[config.mk]
export PLATFORM = sky130hd
export DESIGN_NAME = sp_ram_arbiter
export DESIGN_NICKNAME = d
export VERILOG_FILES = /design/src/rtl/sp_ram_arbiter.sv
export SDC_FILE = /design/constraint.sdc
export NUM_CORES = 1
export LEC_CHECK = 0
export ABC_AREA = 1
export BUFFER_PORTS_ARGS = -buffer_cell sky130_fd_sc_hd__buf_2
export CORE_AREA = 5 5 99 101
export CTS_BUF_LIST = sky130_fd_sc_hd__clkbuf_8
export CTS_CLUSTER_DIAMETER = 100
export DETAILED_ROUTE_END_ITERATION = 16
export DIE_AREA = 0 0 104 106
export PLACE_DENSITY = 0.6
export REMOVE_ABC_BUFFERS = 1
export SYNTH_ARGS = -nofsm -noshare
export SYNTH_HDL_FRONTEND = slang
export SYNTH_SLANG_ARGS = --single-unit
[constraint.sdc]
create_clock -name clk -period 2.8 [get_ports clk]
set_clock_uncertainty 0.15 [all_clocks]
set_input_delay 0.28 -clock clk [delete_from_list [all_inputs] [get_ports clk]]
set_output_delay 0.28 -clock clk [all_outputs]
set_load 0.03 [all_outputs]
[src/rtl/sp_ram_arbiter.sv]
// sp_ram_arbiter: round-robin arbiter sharing one single-port RAM between
// two requesters (port 0: core side, port 1: AXI/debug side).
//
// Handshake (both ports): a requester raises req_i with addr/we/be/wdata and
// holds them stable until gnt_o is seen high in the same cycle. gnt_o is
// combinational and only asserted while the matching req_i is high. Exactly
// one cycle after a grant, rvalid_o pulses for that port, for reads and
// writes alike. rvalid cannot be stalled; requesters must always accept it.
module sp_ram_arbiter #(
  parameter int ADDR_WIDTH = 15,
  parameter int DATA_WIDTH = 32
) (
  input  logic                    clk,
  input  logic                    rstn_i,
  // port 0
  input  logic                    p0_req_i,
  output logic                    p0_gnt_o,
  input  logic [ADDR_WIDTH-1:0]   p0_addr_i,
  input  logic                    p0_we_i,
  input  logic [DATA_WIDTH/8-1:0] p0_be_i,
  input  logic [DATA_WIDTH-1:0]   p0_wdata_i,
  output logic                    p0_rvalid_o,
  output logic [DATA_WIDTH-1:0]   p0_rdata_o,
  // port 1
  input  logic                    p1_req_i,
  output logic                    p1_gnt_o,
  input  logic [ADDR_WIDTH-1:0]   p1_addr_i,
  input  logic                    p1_we_i,
  input  logic [DATA_WIDTH/8-1:0] p1_be_i,
  input  logic [DATA_WIDTH-1:0]   p1_wdata_i,
  output logic                    p1_rvalid_o,
  output logic [DATA_WIDTH-1:0]   p1_rdata_o,
  // memory side
  output logic                    mem_en_o,
  output logic [ADDR_WIDTH-1:0]   mem_addr_o,
  output logic                    mem_we_o,
  output logic [DATA_WIDTH/8-1:0] mem_be_o,
  output logic [DATA_WIDTH-1:0]   mem_wdata_o,
  input  logic [DATA_WIDTH-1:0]   mem_rdata_i
);

  // Port preferred on the next contention, and the one-deep response pipe.
  logic prio_q, prio_d;
  logic rsp_valid_q, rsp_valid_d;
  logic rsp_port_q, rsp_port_d;

  logic both_req;
  logic sel_p1;

  // Grant decision: a lone requester always wins, contention goes to prio_q.
  always_comb begin
    both_req = p0_req_i & p1_req_i;
    p0_gnt_o = p0_req_i & (~p1_req_i | ~prio_q);
    p1_gnt_o = p1_req_i & (~p0_req_i | prio_q);
    sel_p1   = p1_gnt_o;
  end

  // Memory request mux; defaults to port 0 fields when nothing is granted.
  always_comb begin
    mem_en_o = p0_gnt_o | p1_gnt_o;
    if (sel_p1) begin
      mem_addr_o  = p1_addr_i;
      mem_we_o    = p1_we_i;
      mem_be_o    = p1_be_i;
      mem_wdata_o = p1_wdata_i;
    end else begin
      mem_addr_o  = p0_addr_i;
      mem_we_o    = p0_we_i;
      mem_be_o    = p0_be_i;
      mem_wdata_o = p0_wdata_i;
    end
  end

  // Next-state: flip priority away from the winner only on contention.
  always_comb begin
    prio_d      = both_req ? ~sel_p1 : prio_q;
    rsp_valid_d = mem_en_o;
    rsp_port_d  = sel_p1;
  end

  // State registers with synchronous active-low reset.
  always_ff @(posedge clk) begin
    if (!rstn_i) begin
      prio_q      <= 1'b0;
      rsp_valid_q <= 1'b0;
      rsp_port_q  <= 1'b0;
    end else begin
      prio_q      <= prio_d;
      rsp_valid_q <= rsp_valid_d;
      rsp_port_q  <= rsp_port_d;
    end
  end

  // Response routing: read data is shared, rvalid steers it to the issuer.
  always_comb begin
    p0_rvalid_o = rsp_valid_q & ~rsp_port_q;
    p1_rvalid_o = rsp_valid_q & rsp_port_q;
    p0_rdata_o  = mem_rdata_i;
    p1_rdata_o  = mem_rdata_i;
  end

endmodule

# --- Word level (Yosys, flattened, before mapping) ---
# Index checks and enable logic that the tools add are counted.
totals:
  out_inout_bits: 121
  regBits: 3
  mem_bits_ro: 0
  mem_bits_rw: 0
  mem_count: 0
  latch_bits: 0
  inputBits: 140
  elab_cells: 20
op_classes:
  div: 0
  n_shift: 0
  n_lt_le_gt_ge: 0
  bitwise: 13
  eq_ne: 0
  mul: 0
  n_addsub: 0
  n_mux: 4
  reduce_logical: 0
ops:
  columns: ["op", "n"]
  rows:
  - ["$mux W32", 1]
  - ["$mux W15", 1]
  - ["$and A1 B1 Y1", 5]
  - ["$not A1 Y1", 5]
  - ["$mux W4", 1]
  - ["$or A1 B1 Y1", 3]
  - ["$mux W1", 1]

# --- Depth between registers and ports, before layout ---
depth:
  depth_word: 4
  mapped_depth: 5

# --- Worst setup path before layout ---
# Ideal clock, no wire load.
synth_path:
  path_type: "input -> output"
  start: "input port p1_req_i"
  end: "output port p0_gnt_o"
  setup_slack_ns: 1.332
  required_time_ns: 2.370
  path_stages: 3
  arrival_ns: 1.038
  path_cell_list: "buf_6 > buf_6 > a21oi_1"
synth_between:
  elab_chain_len: 3
synth_rtl:
  columns: ["element", "line_no", "rtl"]
  rows:
  - ["from (decl)", "25", "input logic p1_req_i,"]
  - ["$not A1 Y1", "53", "p0_gnt_o = p0_req_i & (~p1_req_i | ~prio_q);"]
  - ["$or A1 B1 Y1", "53", null]
  - ["$and A1 B1 Y1", "53", null]
  - ["to (decl)", "17", "output logic p0_gnt_o,"]
# No other way between the ends.

# --- Final worst setup path ---
layout_path:
  start: "register prio_q"
  end: "output port mem_wdata_o[20]"
layout_between:
  elab_chain_len: 3
layout_rtl:
  columns: ["element", "line_no", "rtl"]
  rows:
  - ["from (decl)", "43", "logic prio_q, prio_d;"]
  - ["from (signal assigned)", "88", "prio_q <= prio_d;"]
  - ["$or A1 B1 Y1", "54", "p1_gnt_o = p1_req_i & (~p0_req_i | prio_q);"]
  - ["$and A1 B1 Y1", "54", null]
  - ["$mux W32", "61", "if (sel_p1) begin"]
  - ["to (decl)", "38", "output logic [DATA_WIDTH-1:0] mem_wdata_o,"]
# No other way between the ends.

==> summary.md <==
| Metric | Value |
|---|---|
| Status | finished, final reports clean |
| Routed WL per cell | 18.56 µm |
| CTS sink cnt | 3 |
| Total grt overflow | 0 |
| CP max-delay cell | dfxtp_1 |
| Initial antenna violation count | 0 |
| Clk slew on worst S/H paths | 0.03 ns |
| Worst slew margin | 61.19% |
| Root Buffer | clkbuf_8 |
| Setup_tns | 0 ns |
| Pin count of the biggest net entering global routing | 55 |
| # nets final | 491 |
| Netlist cell types | 12 |
| Worst Tran Pin Value | 0.5821 ns |
| Minimum setup slack among reg-to-reg paths | 1.56 ns |
| Initial Utilization | 17.25% |
| First-pass detailed-route iteration total | 6 |
| Total GRT Usage | 14.10% |
| Fin util | 21.47% |
| Post-CTS setup buffers | 0 |
| Flops & latches, synth | 3 |
| Pre-CTS WS | 0.8692 ns |
| Yosys warning total | 0 |
| TritonCTS clock tree | yes |
| Reg-to-reg startpoint | prio_q$_SDFFE_PN0P_ |
| Fin. Hold Viols | 0 |
| Setup violations, final | 0 |
| Die H | 106 µm |
| Area of the mapped netlist | 1541 µm² |
| # resized after CTS | 0 |
| Maximum vdd drop | 0.1082 mV |
| CTS Buf Count | 3 |
| Fmax achieved | 0.4651 GHz |
| Total core area | 8934 µm² |
| Largest stage delay on the critical path | 0.44 ns |
| Vias in the first global route | 1967 |
| Layout cells sized above 1 | 49.71% |
| Cell area after placement | 1873 µm² |
| Initial drt markers | 119 |
| # H-tree levels | 1 |
| Worst r2r path cells | 2 |
| Detailed-route DRC error count | 0 |
| Vias/cell | 4.501 |
| Final HPWL DP | 7495 µm |
| Critical path arrival | 1.72 ns |
| Max-slew violation count | 0 |
| Hold Buf Count CTS | 0 |
| Leak | 1.238 nW |
| Layout area overhead | 24.43% |
| Crit-path cells | inv_1 -> nand2_2 -> buf_12 -> nand3_1 -> nand2_1 -> buf_2 |
| PwrDens | 328.1 nW/µm² |
| Startpoint Class | flip-flop |
| Seq/Total Area, Yosys | 3.896% |
| Avg Cell Area, Syn | 5.839 µm² |
| Worst Slack Setup Final | 0.6498 ns |
| Critical Path Sink | mem_wdata_o[20] |
| First-pass GRT wire length | 11950 µm |
| Hold Path Cell Cnt | 3 |
| Post-DRT Antenna Nets | 0 |
| Via Count | 2075 |
| Gp weighted congestion | 0.8166 |
| RSZ-0062 raised after global routing | no |
| Total power | 629.2 µW |
| Worst-path fanout max | 27 |
| Final cycle utilization of the critical path | 76.79% |
| I/O pin count | 261 |
| HP Class | in2reg |
| Max-Cap Viols | 0 |
| Die width | 104 µm |
| Syn Inst Count | 264 |
| Clk_lat worst skew | 0.22 ns |
| Clock tree buffer depth | 2 |
| Diode count | 0 |
| PortBufs | 164 |
| Post-layout min period | 2.150 ns |
| Worst endpoint required time | 2.37 ns |
| Rows | 35 |
| Crit. End Element | output port |
| R2r endpoint | rsp_port_q$_SDFF_PN0_ |
| Finished Cell Area | 1918 µm² |
| Total Wirelength | 8558 µm |
| Die area | 11020 µm² |
| Critical path class | reg2out |
| Setup crit start | prio_q$_SDFFE_PN0P_ |
synth_stat cells:
cell type  instances  area, µm²
buf_6             10      112.6
buf_2              5      25.02
nor2_1             2      7.510
a21oi_1            3      15.01
nand2_4            2      22.52
nand2_1           56      210.2
dfxtp_1            3      60.06
nand3_1          105      525.5
buf_4             70      525.5
nand2_2            1      6.260
inv_1              6      22.52
a21oi_2            1      8.760
through the flow:
step / instances / hold slack (ns)
after detailed placement: 457 / 0.3899
after CTS: 461 / 0.1622
after global routing: 461 / 0.1721
final: 461 / 0.1657
after floorplan: 179 / 0.2507
after global placement: 457 / 0.3793
flip-flops by register name, summed over array words and instances, names as in the netlist:
name	flops
rsp_port_q	1
prio_q	1
rsp_valid_q	1
report_power, final:
part | leakage [nW] | switching (mW) | internal, mW | total [mW]
clock | 0.0269 | 0.0301 | 0.0935 | 0.124
combinational | 1.19 | 0.302 | 0.155 | 0.457
sequential | 0.0249 | 0.00266 | 0.0459 | 0.0486
placed cells by master (no fill, tap or decap), drive strengths merged:
master	instances
nand3	105
buf	167
inv	7
dfxtp	3
a21oi	4
clkbuf	3
nor2	2
nand2	59
cells by family after synthesis:
group           count (synthesis)  share of synthesized area, %
flops                           3                         3.896
buf+inv                        91                         44.48
simple gates                  166                         50.08
compound gates                  4                         1.542
per-layer routing:
metal / vias up / GRT usage, % / wire [µm]
met1: 884 / 13.78 / 2917
met2: 204 / 21.04 / 3498
met5: - / 5.714 / 69
met3: 2 / 15.36 / 2072
met4: 2 / 0.5550 / 0
li1: 983 / - / -
area by class of cell:
| class | instances | area (µm²) |
|---|---|---|
| Multi-Input combinational cell | 170 | 795.8 |
| Fill cell | 1029 | 7015 |
| Timing Repair Buffer | 167 | 855.8 |
| Tap cell | 111 | 138.9 |
| Sequential cell | 3 | 60.06 |
| Clock inverter | 1 | 3.754 |
| Inverter | 6 | 22.52 |
| Clock buffer | 3 | 41.29 |
worst min path at each step:
stage / start / to / slack (ns)
after CTS: rstn_i / prio_q$_SDFFE_PN0P_ / 0.16
after global placement: rstn_i / prio_q$_SDFFE_PN0P_ / 0.38
after detailed placement: rstn_i / prio_q$_SDFFE_PN0P_ / 0.39
after floorplan: rstn_i / prio_q$_SDFFE_PN0P_ / 0.25
after global routing: rstn_i / prio_q$_SDFFE_PN0P_ / 0.17
final: rstn_i / prio_q$_SDFFE_PN0P_ / 0.17
worst max-delay path, delay by kind of cell, from the launching register on:
| family | cells | cell delay, ns |
|---|---|---|
| AND/OR/NAND/NOR | 3 | 0.54 |
| buffers and inverters | 3 | 0.50 |
| flip-flops | 1 | 0.44 |
No activity file was read; power rests on OpenSTA's default activity.
